==> config.mk <==
export PLATFORM = sky130hd
export DESIGN_NAME = order_tx_arbiter
export DESIGN_NICKNAME = d
export VERILOG_FILES = /design/src/rtl/order_tx_arbiter.sv
export SDC_FILE = /design/constraint.sdc
export NUM_CORES = 1
export LEC_CHECK = 0
export CORE_ASPECT_RATIO = 0.9
export CORE_UTILIZATION = 35
export CTS_BUF_LIST = sky130_fd_sc_hd__clkbuf_16
export DETAILED_ROUTE_END_ITERATION = 8
export PLACE_DENSITY = 0.72
export REMOVE_ABC_BUFFERS = 1
export SETUP_SLACK_MARGIN = 0.2
export SLEW_MARGIN = 30
export SYNTH_ARGS = -nofsm -noshare
export SYNTH_HDL_FRONTEND = slang
export SYNTH_SLANG_ARGS = --single-unit
==> constraint.sdc <==
create_clock -name clk -period 6.8 [get_ports clk]
set_input_delay 1.36 -clock clk [delete_from_list [all_inputs] [get_ports clk]]
set_output_delay 1.36 -clock clk [all_outputs]
set_load 0.02 [all_outputs]
==> src/rtl/order_tx_arbiter.sv <==
// order_tx_arbiter
//   Round-robin arbiter that accepts one fixed-size order packet at a time
//   from NUM_REQ requesters. It serializes the packet most significant byte
//   first onto an 8-bit AXI-Stream style output.
//
// Ports
//   clk           system clock, all state on the rising edge
//   rst           asynchronous active-high reset
//   req_valid     per-requester packet pending
//   req_packet    packed packets, requester i at [PKT_W*i +: PKT_W]
//   req_ready     one-hot accept strobe, only in IDLE
//   m_axis_tdata  serialized byte
//   m_axis_tvalid byte valid (SEND state)
//   m_axis_tready downstream accept
//   m_axis_tlast  final byte of the packet
//   grant_id      requester being served, meaningful while busy
//   busy          high in SEND
//   pkt_count     completed packets, wraps at 16 bits
module order_tx_arbiter #(
  parameter int NUM_REQ   = 4,
  parameter int PKT_BYTES = 4
) (
  input  logic                         clk,
  input  logic                         rst,
  input  logic [NUM_REQ-1:0]           req_valid,
  input  logic [NUM_REQ*8*PKT_BYTES-1:0] req_packet,
  output logic [NUM_REQ-1:0]           req_ready,
  output logic [7:0]                   m_axis_tdata,
  output logic                         m_axis_tvalid,
  input  logic                         m_axis_tready,
  output logic                         m_axis_tlast,
  output logic [2:0]                   grant_id,
  output logic                         busy,
  output logic [15:0]                  pkt_count
);

  localparam int PKT_W = 8 * PKT_BYTES;
  localparam int IDX_W = (PKT_BYTES > 1) ? $clog2(PKT_BYTES) : 1;

  typedef enum logic {IDLE, SEND} state_t;

  state_t             state, state_nxt;
  logic [2:0]         last_grant;
  logic [IDX_W-1:0]   idx;
  logic [PKT_W-1:0]   pkt_reg;

  logic [2:0]         cand;
  logic [2:0]         pick;
  logic               pick_vld;
  logic [IDX_W-1:0]   byte_sel;
  logic               accept;
  logic               byte_done;
  logic               pkt_done;

  // Rotating priority search: first pending requester after last_grant.
  always_comb begin
    cand     = '0;
    pick     = '0;
    pick_vld = 1'b0;
    for (int unsigned off = 1; off <= NUM_REQ; off++) begin
      cand = 3'((32'(last_grant) + off) % NUM_REQ);
      if (!pick_vld && |(req_valid & (NUM_REQ'(1) << cand))) begin
        pick_vld = 1'b1;
        pick     = cand;
      end
    end
  end

  always_comb begin
    req_ready     = '0;
    m_axis_tvalid = 1'b0;
    m_axis_tdata  = '0;
    m_axis_tlast  = 1'b0;
    busy          = 1'b0;
    state_nxt     = state;
    byte_sel      = IDX_W'(PKT_BYTES - 1) - idx;

    // req_ready is held low during reset so every output reads 0 under rst.
    if (state == IDLE && !rst && pick_vld)
      req_ready = NUM_REQ'(1) << pick;

    if (state == SEND) begin
      busy          = 1'b1;
      m_axis_tvalid = 1'b1;
      m_axis_tdata  = 8'(pkt_reg >> {byte_sel, 3'b000});
      m_axis_tlast  = (idx == IDX_W'(PKT_BYTES - 1));
    end

    accept    = |(req_valid & req_ready);
    byte_done = m_axis_tvalid & m_axis_tready;
    pkt_done  = byte_done & m_axis_tlast;

    case (state)
      IDLE:    if (accept)   state_nxt = SEND;
      SEND:    if (pkt_done) state_nxt = IDLE;
      default: state_nxt = IDLE;
    endcase
  end

  always_ff @(posedge clk or posedge rst) begin
    if (rst) begin
      state      <= IDLE;
      last_grant <= 3'(NUM_REQ - 1);
      idx        <= '0;
      pkt_reg    <= '0;
      grant_id   <= '0;
      pkt_count  <= '0;
    end else begin
      state <= state_nxt;
      if (accept) begin
        pkt_reg    <= PKT_W'(req_packet >> (PKT_W * pick));
        grant_id   <= pick;
        last_grant <= pick;
        idx        <= '0;
      end else if (byte_done) begin
        if (m_axis_tlast) begin
          idx       <= '0;
          pkt_count <= pkt_count + 16'd1;
        end else begin
          idx <= idx + IDX_W'(1);
        end
      end
    end
  end

endmodule

==> results of run 1 <==
[metrics by stage]
stage	std cells	TNS (ns)	instance area (sq um)	setup WS [ns]	hold slack, ns
4_1_cts	1024	0	7210	1.20	0.477
3_5_place_dp	1016	0	7070	1.19	0.466
2_1_floorplan	638	-113.33	5010	-3.96	0.495
5_1_grt	1024	0	7210	0.969	0.496
3_3_place_gp	1016	0	7070	1.23	0.460
6_report	1024	0	7210	1.18	0.469
[worst max-delay path, delay by kind of cell]
kind            cells  cell delay [ns]
buf+inv             3             1.66
compound gates      4             1.03
simple gates        2             0.21
[power by group through the flow]
stage	clock [uW]	sequential [uW]	combinational (uW)
2_1_floorplan	0	661	1830
3_3_place_gp	0	613	2730
3_5_place_dp	0	615	2750
4_1_cts	259	610	2760
5_1_grt	274	636	3070
6_report	252	608	2780
[placed cells by master, fill, tap and decap left out, types with 2 or more instances in the layout]
master           instances
a22oi_1                  4
xor2_1                   4
nand4_1                  4
a2111oi_0               32
mux4_2                   8
a21oi_1                 38
or3_1                   33
nor2b_1                  3
o21ai_0                 35
nor2_1                  42
inv_1                   36
ha_1                     6
clkdlybuf4s50_1        167
clkbuf_16                5
a21o_1                   2
mux2i_1                 34
buf_4                   13
xnor2_1                 11
and3_1                   4
nand3_1                  7
and2_1                  10
o31ai_1                 33
a22o_1                   3
nand2_1                 16
a31oi_1                 32
clkinv_2                 2
nor3_1                 163
dfrtp_1                 53
[cell type report]
type / count / area [sq um] / area share, %
Sequential cell: 55 / 1380 / 19.2
Multi-Input combinational cell: 546 / 3530 / 48.9
Tap cell: 198 / 248 / 3.44
Timing Repair Buffer: 180 / 1770 / 24.5
Clock inverter: 3 / 16.3 / 0.226
Inverter: 37 / 140 / 1.94
Clock buffer: 5 / 125 / 1.74
[path summary, 6_finish.rpt]
path                            slack [ns]  cells after the start           from            end
worst min register to register        0.47                      1  pkt_count[15]  pkt_count[15]
max in group asynchronous             4.71                      3            rst    pkt_reg[18]
min in group asynchronous             1.62                      3            rst   pkt_count[3]
worst min-delay path                  0.47                      1  pkt_count[15]  pkt_count[15]
worst max-delay path                  1.18                      9   req_valid[0]   req_ready[0]
worst max register to register        2.03                     10  last_grant[0]    pkt_reg[20]
[synthesized netlist by cell type, drive strengths merged, types with 2 or more instances]
| cell | number |
|---|---|
| a2111oi | 32 |
| a21o | 2 |
| a21oi | 39 |
| a22o | 3 |
| a22oi | 4 |
| a31oi | 32 |
| and2 | 11 |
| and3 | 4 |
| buf | 24 |
| clkbuf | 59 |
| dfrtp | 53 |
| dfstp | 2 |
| ha | 6 |
| inv | 37 |
| mux2 | 2 |
| mux2i | 34 |
| mux4 | 8 |
| nand2 | 16 |
| nand3 | 7 |
| nand4 | 4 |
| nor2 | 43 |
| nor2b | 3 |
| nor3 | 163 |
| o21ai | 36 |
| o31ai | 34 |
| or3 | 33 |
| xnor2 | 11 |
| xor2 | 4 |
[cells by family (layout without fill, tap and decap cells)]
group | count (synthesis) | in the layout | share of synthesized area (%)
AOI/OAI and AO/OA | 193 | 193 | 24.3
xor gates and xnor gates | 15 | 15 | 2.45
adders and majority gates | 6 | 6 | 1.40
buffers and inverters | 120 | 225 | 9.04
DFF | 55 | 55 | 25.7
muxes | 44 | 44 | 10.1
other | 1 | 1 | 0.0700
and+or+nand+nor | 287 | 287 | 26.8
[layer usage]
metal / track usage, % / vias to the layer above / share of wire [%]
met4: 4.09 / 0 / 1.0
met3: 3.45 / 12 / 7.5
met2: 33.0 / 252 / 45
met1: 31.4 / 2774 / 47
li1: - / 2912 / -
met5: 0 / - / 0
==> results by group, run 1 <==
Run status
  • Outcome: complete, no violations

Clock network
  • Max clock buf depth: 2
  • Hold buffers post-CTS: 0
  • CTS Sinks: 55
  • CTS tree: done
  • Post-CTS setup buffers: 0
  • Resized cells post-CTS: 0
  • Worst skew pair latency: 0.29 ns
  • Root Buffer Master: clkbuf_16
  • CTS H-tree depth: 2
  • CTS Buf Count: 5
  • Clock transition at path regs: 0.07 ns

Logic synthesis
  • Top area cells in the synthesized netlist: dfrtp_1 25%, nor3_1 15%, mux2i_1 6.4%
  • Yosys top cell area share: between 20 and 25%
  • Flops & latches, synth: between 50 and 60
  • Yosys warns: 0
  • Mapped Cells: 721
  • Cell taking the most area after synthesis: dfrtp_1
  • Post-synth EDFFs: 0
  • Post-Syn Area: ~5400 sq um
  • Main synth FF type: dfrtp_1
  • Seq/Total Area, Yosys: 25.7%
  • Async SR Flop Fraction: 100%
  • Synthesized area per cell: around 7.4 sq um
  • Library cells used by synthesis: 48

Setup path
  • Critical path startpoint category: input port
  • Kind of end point of the critical path: primary output
  • CP arrival: about 4.3 ns
  • Worst path most repeated cell: clkdlybuf4s50_1
  • Worst path max stage delay: roughly 0.6 ns
  • Crit Path Max Fanout: 69
  • Crit path kind: input port to primary output
  • WP data required: 5.44 ns
  • Critical Path, Cell by Cell: clkdlybuf4s50_1 > a22o_1 > a221oi_4 > buf_4 > o21ai_1 > o31a_1 > nand3_1 > nor2_1 > clkdlybuf4s50_1
  • Slowest stage cell, crit path: buf_4

GRT
  • First-pass GRT wire length: 28.0 mm
  • Largest net degree at the start of global routing: between 70 and 80
  • All-Layer GR Usage: 21.4%
  • Number of global-route vias before repair: 5527
  • Initial antenna violation count: 0
  • Grt ovf: 0

STA
  • Finish-stage setup viols: 0
  • Final Skew: 0.00666 ns
  • Fin crit period: 5.62 ns
  • Max Slew Vio Count: 0
  • RSZ-0062 raised after global routing: no
  • Final period utilization: 82.6%
  • Peak Freq: 178 MHz
  • Slew HR: 40.8%
  • Final hold viol count: 0
  • Worst-Margin Slew: 0.887 ns

Placed design
  • Post-detail-place hpwl: 11.4 mm
  • I/O Buffers: between 150 and 200
  • Gpl congestion: about 0.80

Flow run
  • Max Cap Viol: 0

Detailed routing
  • Via count: 5950
  • 1st-iter DRT viols: 691
  • Vias per cell: a little under 6
  • Drt total wl: 16.9 mm
  • WL/cell: approximately 17 microns
  • Final ANT Viol Nets: 0
  • Drt first pass iters: 5
  • Drc violations: 0

Floorplanning
  • Core ar.: 14800 sq um
  • Top-Level Pins: around 170
  • Initial Util: 36.1%
  • # rows: 42
  • Die area: 15800 sq um
  • Chip Width: roughly 130 microns
  • Die H: 119 microns

Pwr
  • Combinational share of power: 76.4%
  • Power Internal: 1660 uW
  • PwrDens: 505 nW/um^2
  • Switch share: a little over half
  • Sw Pwr: 1980 uW
  • Clock power frac: under 10%
  • Total power: between 3000 and 4000 uW
  • Peak supply drop: 0.335 mV
  • Flop pwr share: about 17%
  • Leak: 0.00281 uW

Finish
  • Fillers: 1469
  • Ratio of cells with drive above 1 in the final layout: a little under 5%
  • Nets@finish: 966
  • Layout area overhead: 34.6%
  • Max FFs per register: 32
  • Ant. Diodes: 0
  • Final core occ: between 40% and 50%

Worst hold path
  • Worst Hold Class: register to register
Note: power is estimated with default switching activity, not from simulation.
==> run 2: changes to the inputs <==
--- a/config.mk
+++ b/config.mk
@@ -9,7 +9,7 @@
 export CORE_UTILIZATION = 35
 export CTS_BUF_LIST = sky130_fd_sc_hd__clkbuf_16
 export DETAILED_ROUTE_END_ITERATION = 8
-export PLACE_DENSITY = 0.72
+export PLACE_DENSITY = 0.75
 export REMOVE_ABC_BUFFERS = 1
 export SETUP_SLACK_MARGIN = 0.2
 export SLEW_MARGIN = 30
==> constraint.sdc (replaced) <==
create_clock -name clk -period 4.7 [get_ports clk]
set_input_delay 0.94 -clock clk [delete_from_list [all_inputs] [get_ports clk]]
set_output_delay 0.94 -clock clk [all_outputs]
set_load 0.02 [all_outputs]
==> run 2 against run 1 <==
Compared with the run above:
- total power grew 46%
- combinational power grew 47%
- clock power grew 48%
- die area is the same
- largest cell class unchanged
- largest power group unchanged
==> results by group, run 2 (synthesized netlist as in run 1, its figures left out) <==
Run status
  • Outcome: complete, no violations

GRT
  • Initial antenna violation count: 0 (unchanged)
  • Largest net degree at the start of global routing: 85 (+10%)
  • All-Layer GR Usage: 21.4% (-0.024 points)
  • Grt ovf: 0 (unchanged)
  • First-pass GRT wire length: 28.1 mm (+0.39%)
  • Number of global-route vias before repair: 5479 (-0.87%)

STA
  • Finish-stage setup viols: 0 (unchanged)
  • Fin crit period: 4.38 ns
  • Slew HR: 48.0% (+7.1 points)
  • Peak Freq: 228 MHz
  • RSZ-0062 raised after global routing: no
  • Max Slew Vio Count: 0 (unchanged)
  • TNS Setup: 0 ns (unchanged)
  • Final period utilization: 93.2%
  • Final hold viol count: 0 (unchanged)
  • Final Skew: 0.00764 ns (+0.000977 ns)
  • Hold_ws: 0.479 ns (+0.0101 ns)
  • Worst-Margin Slew: 0.780 ns (-0.107 ns)

Clock network
  • Worst skew pair latency: 0.30 ns (about the same)
  • Root Buffer Master: clkbuf_16
  • Clock transition at path regs: 0.08 ns (about the same)
  • CTS Sinks: 55 (unchanged)
  • Max clock buf depth: 2 (unchanged)
  • CTS Buf Count: 5 (unchanged)
  • CTS tree: done
  • CTS H-tree depth: 2 (unchanged)

Setup path
  • Crit path kind: input port to primary output
  • Crit Path Max Fanout: 7 (-90%)
  • CP arrival: 3.44 ns (-0.82 ns)
  • WP data required: 3.76 ns (-1.68 ns)
  • Kind of end point of the critical path: primary output
  • Critical path startpoint category: input port

Detailed routing
  • Drc violations: 0 (unchanged)
  • WL/cell: 16.4 microns (-0.85%)
  • 1st-iter DRT viols: 406 (-41%)
  • Vias per cell: 5.88 (+1.2%)
  • Drt total wl: 16.8 mm (-0.66%)
  • Drt first pass iters: 5 (unchanged)
  • Via count: 6033 (+1.4%)
  • Final ANT Viol Nets: 0 (unchanged)

Flow run
  • Max Cap Viol: 0 (unchanged)

Placed design
  • Gpl congestion: 0.852 (+6.0%)
  • Post-detail-place hpwl: 11.1 mm (-2.5%)
  • I/O Buffers: 167 (unchanged)

Finish
  • Commonest non-fill, non-tap cell in the layout: clkdlybuf4s50_1
  • Ant. Diodes: 0 (unchanged)
  • Fillers: 1462 (-0.48%)
  • Max FFs per register: 32 (unchanged)
  • Nets@finish: 968 (+0.21%)
  • Multi-input gate area: 3530 sq um (+0.21%)
  • Layout area overhead: 35.2%
  • Reg area: 1380 sq um (unchanged)
  • Commonest non-fill, non-tap cells in the layout: 167 x clkdlybuf4s50_1, 163 x nor3_1, 53 x dfrtp_1
  • Ratio of cells with drive above 1 in the final layout: 5.31% (+0.35 points)

Pwr
  • Peak supply drop: 0.537 mV (+60%)
  • PwrDens: 733 nW/um^2 (+45%)
  • Leak: 0.00282 uW (+0.29%)

Floorplanning
  • Top-Level Pins: 169 (unchanged)
  • Chip Width: 132 microns (unchanged)
  • Die H: 119 microns (unchanged)
  • Core ar.: 14800 sq um (unchanged)
  • Initial Util: 36.1% (unchanged)
  • # rows: 42 (unchanged)
  • Die area: 15800 sq um (unchanged)

Worst hold path
  • Worst Hold Class: register to register
==> run 2: cell count changes in the layout (fill, tap and decap cells not counted), sizes merged <==
cell	delta
clkinv	+1
buf	+2
inv	-1
==> run 2: per-stage QoR <==
| step | utilization (%) | area, sq um | cells | power, uW | setup WS (ns) |
|---|---|---|---|---|---|
| floorplan | - | 5010 | 638 | 3610 | -5.64 |
| global placement | 47.8 | 7090 | 1017 | 4820 | 0.292 |
| CTS | 48.8 | 7230 | 1025 | 5270 | 0.238 |
| detailed placement | 47.8 | 7090 | 1017 | 4880 | 0.261 |
| global route | 48.9 | 7240 | 1026 | 5820 | 0.230 |
| finish | 48.9 | 7240 | 1026 | 5310 | 0.319 |
==> run 2: worst paths after layout <==
check	from	end	cells past startpoint	slack, ns
min reg2reg	pkt_count[15]	pkt_count[15]	1	0.48
max reg2reg	last_grant[0]	pkt_reg[9]	11	1.04
max in group asynchronous	rst	pkt_reg[27]	3	3.03
max	req_valid[0]	req_ready[0]	7	0.32
min	pkt_count[15]	pkt_count[15]	1	0.48
min in group asynchronous	rst	grant_id[1]	3	1.18
==> run 2: repair_timing <==
action	CTS	global route
buffers inserted	0	1
endpoints found under the setup margin	0	2
resized for setup	0	2
hold buffers	0	0
==> run 2: power breakdown <==
group          internal, uW  total [uW]  switching (uW)
registers               672         844             172
clock network           195         372             177
logic                  1570        4090            2520
==> run 2: worst max-delay path, cell delays in order <==
cell,delay (ns)
clkdlybuf4s50_1,0.52
a22o_1,0.29
a221o_1,0.37
or4_1,0.55
nand3_1,0.15
nor2_1,0.06
clkdlybuf4s50_1,0.55
==> run 2: area by class of cell <==
type / count / share of cell area (%)
multi-input combinational: 546 / 48.8
timing repair buffer: 182 / 24.8
sequential: 55 / 19.1
tap: 198 / 3.42
inverter: 37 / 1.94
clock buffer: 5 / 1.73
clock inverter: 3 / 0.207
==> run 2: layer usage <==
metal	vias up	routed length (microns)	GRT usage [%]
met5	-	0	0
met4	0	175	3.52
met3	16	1190	2.64
met2	275	7700	34.4
met1	2827	7750	30.9
li1	2915	-	-
==> run 3: changes to the inputs <==
--- a/config.mk
+++ b/config.mk
@@ -5,11 +5,14 @@
 export SDC_FILE = /design/constraint.sdc
 export NUM_CORES = 1
 export LEC_CHECK = 0
+export ABC_AREA = 1
 export CORE_ASPECT_RATIO = 0.9
 export CORE_UTILIZATION = 35
 export CTS_BUF_LIST = sky130_fd_sc_hd__clkbuf_16
 export DETAILED_ROUTE_END_ITERATION = 8
-export PLACE_DENSITY = 0.75
+export GPL_ROUTABILITY_DRIVEN = 0
+export HOLD_SLACK_MARGIN = 0.08
+export PLACE_DENSITY = 0.8
 export REMOVE_ABC_BUFFERS = 1
 export SETUP_SLACK_MARGIN = 0.2
 export SLEW_MARGIN = 30
==> run 3 against run 2 <==
Compared with the run above:
- cell count fell by 14%
- sequential cell count stayed put
- worst hold slack worse by 0.013 ns
- count of clock-buffer cells in the layout unchanged
- clock skew fell by 0.0020 ns
- sequential share of layout area up 4.6 points
- worst setup slack improved by 0.11 ns
- critical endpoint is now req_ready[1]
- largest cell class unchanged
==> results by group, run 3 <==
Floorplanning
  • Die area: 11600 sq um (-27%)
  • Top-Level Pins: 169 (unchanged)
  • Core ar.: 10900 sq um (-27%)
  • # rows: 36 (-14%)
  • Initial Util: 36.1% (-0.091 points)
  • Die H: 102 microns (-14%)
  • Chip Width: 113 microns (-14%)

Logic synthesis
  • Mux contribution to synthesized area: 0% (-10 points)
  • Post-Synth XOR/XNOR Area: 3.36% (+0.90 points)
  • Top area cells in the synthesized netlist: dfrtp_1 34%, nand2_1 18%, nand3_1 14%
  • Main synth FF type: dfrtp_1
  • Flops & latches, synth: 55 (unchanged)
  • Yosys warns: 0 (unchanged)
  • Synthesized area per cell: 6.70 sq um (-9.8%)
  • Post-Synth Adder-Cell Area: 1.92% (+0.52 points)
  • Seq/Total Area, Yosys: 35.2% (+9.5 points)
  • Most common cell in the netlist: nand2_1
  • Library cells used by synthesis: 28 (-42%)
  • Commonest cells post-synth: 185 x nand2_1, 110 x nand3_1, 53 x dfrtp_1
  • Post-Syn Area: 3910 sq um (-27%)
  • Mapped Cells: 584 (-19%)
  • Cell taking the most area after synthesis: dfrtp_1
  • Largest family of logic cells by synthesized area: simple AND/OR/NAND/NOR gates
  • Post-synthesis compound-gate area fraction: 3.96% (-20 points)
  • Async SR Flop Fraction: 100% (unchanged)
  • Post-synth EDFFs: 0 (unchanged)
  • Yosys top cell area share: 33.9% (+9.1 points)
  • Simple-gate share of the synthesized area: 47.2% (+20 points)

STA
  • Slew HR: 47.2% (-0.75 points)
  • Final period utilization: 90.8% (-2.4 points)
  • Final hold viol count: 0 (unchanged)
  • RSZ-0062 raised after global routing: no
  • TNS Setup: 0 ns (unchanged)
  • Final Skew: 0.00559 ns (-0.00204 ns)
  • Max Slew Vio Count: 0 (unchanged)
  • Setup WS post-layout: 0.432 ns (+0.113 ns)
  • Fin crit period: 4.27 ns (-0.113 ns)
  • Worst-Margin Slew: 0.790 ns (+0.00939 ns)
  • Peak Freq: 234 MHz (+2.6%)
  • Finish-stage setup viols: 0 (unchanged)

Clock network
  • Resized cells post-CTS: 0 (unchanged)
  • CTS Sinks: 55 (unchanged)
  • Max clock buf depth: 2 (unchanged)
  • Post-CTS setup buffers: 0 (unchanged)
  • CTS tree: done
  • CTS H-tree depth: 2 (unchanged)
  • CTS Buf Count: 5 (unchanged)
  • Clock transition at path regs: 0.07 ns (about the same)
  • Hold buffers post-CTS: 0 (unchanged)
  • Root Buffer Master: clkbuf_16
  • Worst skew pair latency: 0.29 ns (about the same)

GRT
  • Initial antenna violation count: 0 (unchanged)
  • Largest net degree at the start of global routing: 56 (-34%)
  • Grt ovf: 0 (unchanged)
  • All-Layer GR Usage: 21.9% (+0.49 points)
  • Number of global-route vias before repair: 4250 (-22%)
  • First-pass GRT wire length: 20.3 mm (-28%)

Setup path
  • CP arrival: 3.33 ns (-0.11 ns)
  • Critical path startpoint category: input port
  • Reg-to-Reg End: pkt_reg[21]
  • Worst path most repeated cell: nand2_1
  • Crit Path Max Fanout: 21 (+14)
  • Slowest stage cell, crit path: clkdlybuf4s50_1
  • Worst Path Buf+Inv: 3 (+1)
  • WP data required: 3.76 ns (about the same)
  • Worst setup path endpoint: req_ready[1]
  • R2R setup slack: 1.49 ns (+0.45 ns)
  • Worst setup path start: req_valid[2]
  • Kind of end point of the critical path: primary output
  • CP top delay family: buffers and inverters
  • Crit path kind: input port to primary output
  • Worst flop-to-flop path startpoint: last_grant[0]
  • Cell depth of the worst flop-to-flop path: 14 (+3)
  • Worst path max stage delay: 0.56 ns (about the same)
  • WP depth: 11 (+4)
  • Critical Path, Cell by Cell: clkdlybuf4s50_1 > nand2_1 > nand2_1 > nor2_2 > nand3_1 > nor2_1 > nor2_1 > nand2_1 > buf_4 > nor3_1 > clkdlybuf4s50_1

Finish
  • Multi-input gate area: 2220 sq um (-37%)
  • Layout area overhead: 48.8%
  • Nets@finish: 872 (-9.9%)
  • Fillers: 993 (-32%)
  • Commonest non-fill, non-tap cells in the layout: 184 x nand2_1, 167 x clkdlybuf4s50_1, 110 x nand3_1
  • Ant. Diodes: 0 (unchanged)
  • Commonest non-fill, non-tap cell in the layout: nand2_1
  • Max FFs per register: 32 (unchanged)
  • Ratio of cells with drive above 1 in the final layout: 5.19% (-0.12 points)
  • Reg area: 1380 sq um (-0.27%)

Detailed routing
  • Via count: 4490 (-26%)
  • Drt first pass iters: 5 (unchanged)
  • Drt total wl: 12.6 mm (-25%)
  • WL/cell: 14.2 microns (-13%)
  • Final ANT Viol Nets: 0 (unchanged)
  • Vias per cell: 5.08 (-14%)
  • 1st-iter DRT viols: 165 (-59%)
  • Drc violations: 0 (unchanged)

Flow run
  • Max Cap Viol: 0 (unchanged)

Placed design
  • Post-detail-place hpwl: 9.40 mm (-15%)
  • Pre-CTS WS: 0.496 ns (+0.235 ns)
  • I/O Buffers: 167 (unchanged)

Worst hold path
  • Worst Hold Class: register to register

Pwr
  • Peak supply drop: 0.363 mV (-32%)
  • PwrDens: 668 nW/um^2 (-8.9%)
  • Leak: 0.00264 uW (-6.4%)

Run status
  • Outcome: complete, no violations
==> run 3: cell types whose count changed in the layout (fill, tap and decap cells not counted), sizes merged, moves of 8 or more <==
cell,before,now
a2111oi,32,0
a21oi,39,11
a31oi,32,0
and2,11,0
mux2i,34,0
mux4,8,0
nand2,16,189
nand3,7,112
nand4,4,41
nor2,43,57
nor3,163,6
o21ai,36,20
o31ai,34,0
or3,33,0
==> run 3: through the flow <==
step / cell area [sq um] / total power [uW] / util [%] / hold WS [ns] / std cells
2_1_floorplan: 3710 / 2460 / - / 0.444 / 547
3_3_place_gp: 5660 / 3380 / 52.1 / 0.456 / 876
3_5_place_dp: 5660 / 3470 / 52.1 / 0.460 / 876
4_1_cts: 5820 / 3900 / 53.7 / 0.477 / 884
5_1_grt: 5820 / 4270 / 53.7 / 0.493 / 884
6_report: 5820 / 3890 / 53.7 / 0.466 / 884
==> run 3: worst register-to-register path, stage by stage (launching register included) <==
cell and delay, ns:
dfstp_2 0.59, inv_1 0.13, ha_1 0.27, nand2_1 0.11, nand2_2 0.09, nor2_4 0.24, nand4_1 0.16, nand2_1 0.10
nand2_2 0.09, buf_4 0.24, nand4_1 0.12, nand2_1 0.13, nor2_4 0.63, nand2_1 0.12, nand2_1 0.11
==> run 3: area by class of cell <==
type                       count  area share, %
clock buffer                   5           2.15
sequential                    55           23.7
tap                          152           3.27
inverter                      31           2.00
multi-input combinational    461           38.2
clock inverter                 3          0.752
timing repair buffer         177           30.0
==> run 3: cell families after synthesis <==
kind of cell             Yosys count
buffers and inverters             68
AND/OR/NAND/NOR                  408
flip-flops                        55
XOR/XNOR                          15
adder cells (fa/ha/maj)            6
other                              1
AO/OA/AOI/OAI                     31
==> run 3: routing by layer <==
metal  GRT usage (%)  routed length [microns]  vias up
li1                -                        -     2226
met1            26.4                     5360     2061
met4            7.29                      227        0
met2            40.2                     6290      181
met5               0                        0        -
met3            3.14                      679       22
==> run 3: worst min-delay path by stage <==
| stage | start | cells past startpoint | slack, ns | endpoint |
|---|---|---|---|---|
| floorplan | pkt_reg[16] | 2 | 0.44 | pkt_reg[16] |
| global placement | pkt_reg[7] | 2 | 0.46 | pkt_reg[7] |
| detailed placement | pkt_reg[3] | 2 | 0.46 | pkt_reg[3] |
| CTS | pkt_count[15] | 1 | 0.48 | pkt_count[15] |
| global route | pkt_reg[20] | 2 | 0.49 | pkt_reg[20] |
| finish | pkt_count[15] | 1 | 0.47 | pkt_count[15] |
==> run 3: power breakdown <==
part           internal, uW  total [uW]  switching, uW
Sequential              629         756            126
Combinational           938        2720           1780
Clock                   251         417            166
Total                  1820        3890           2070
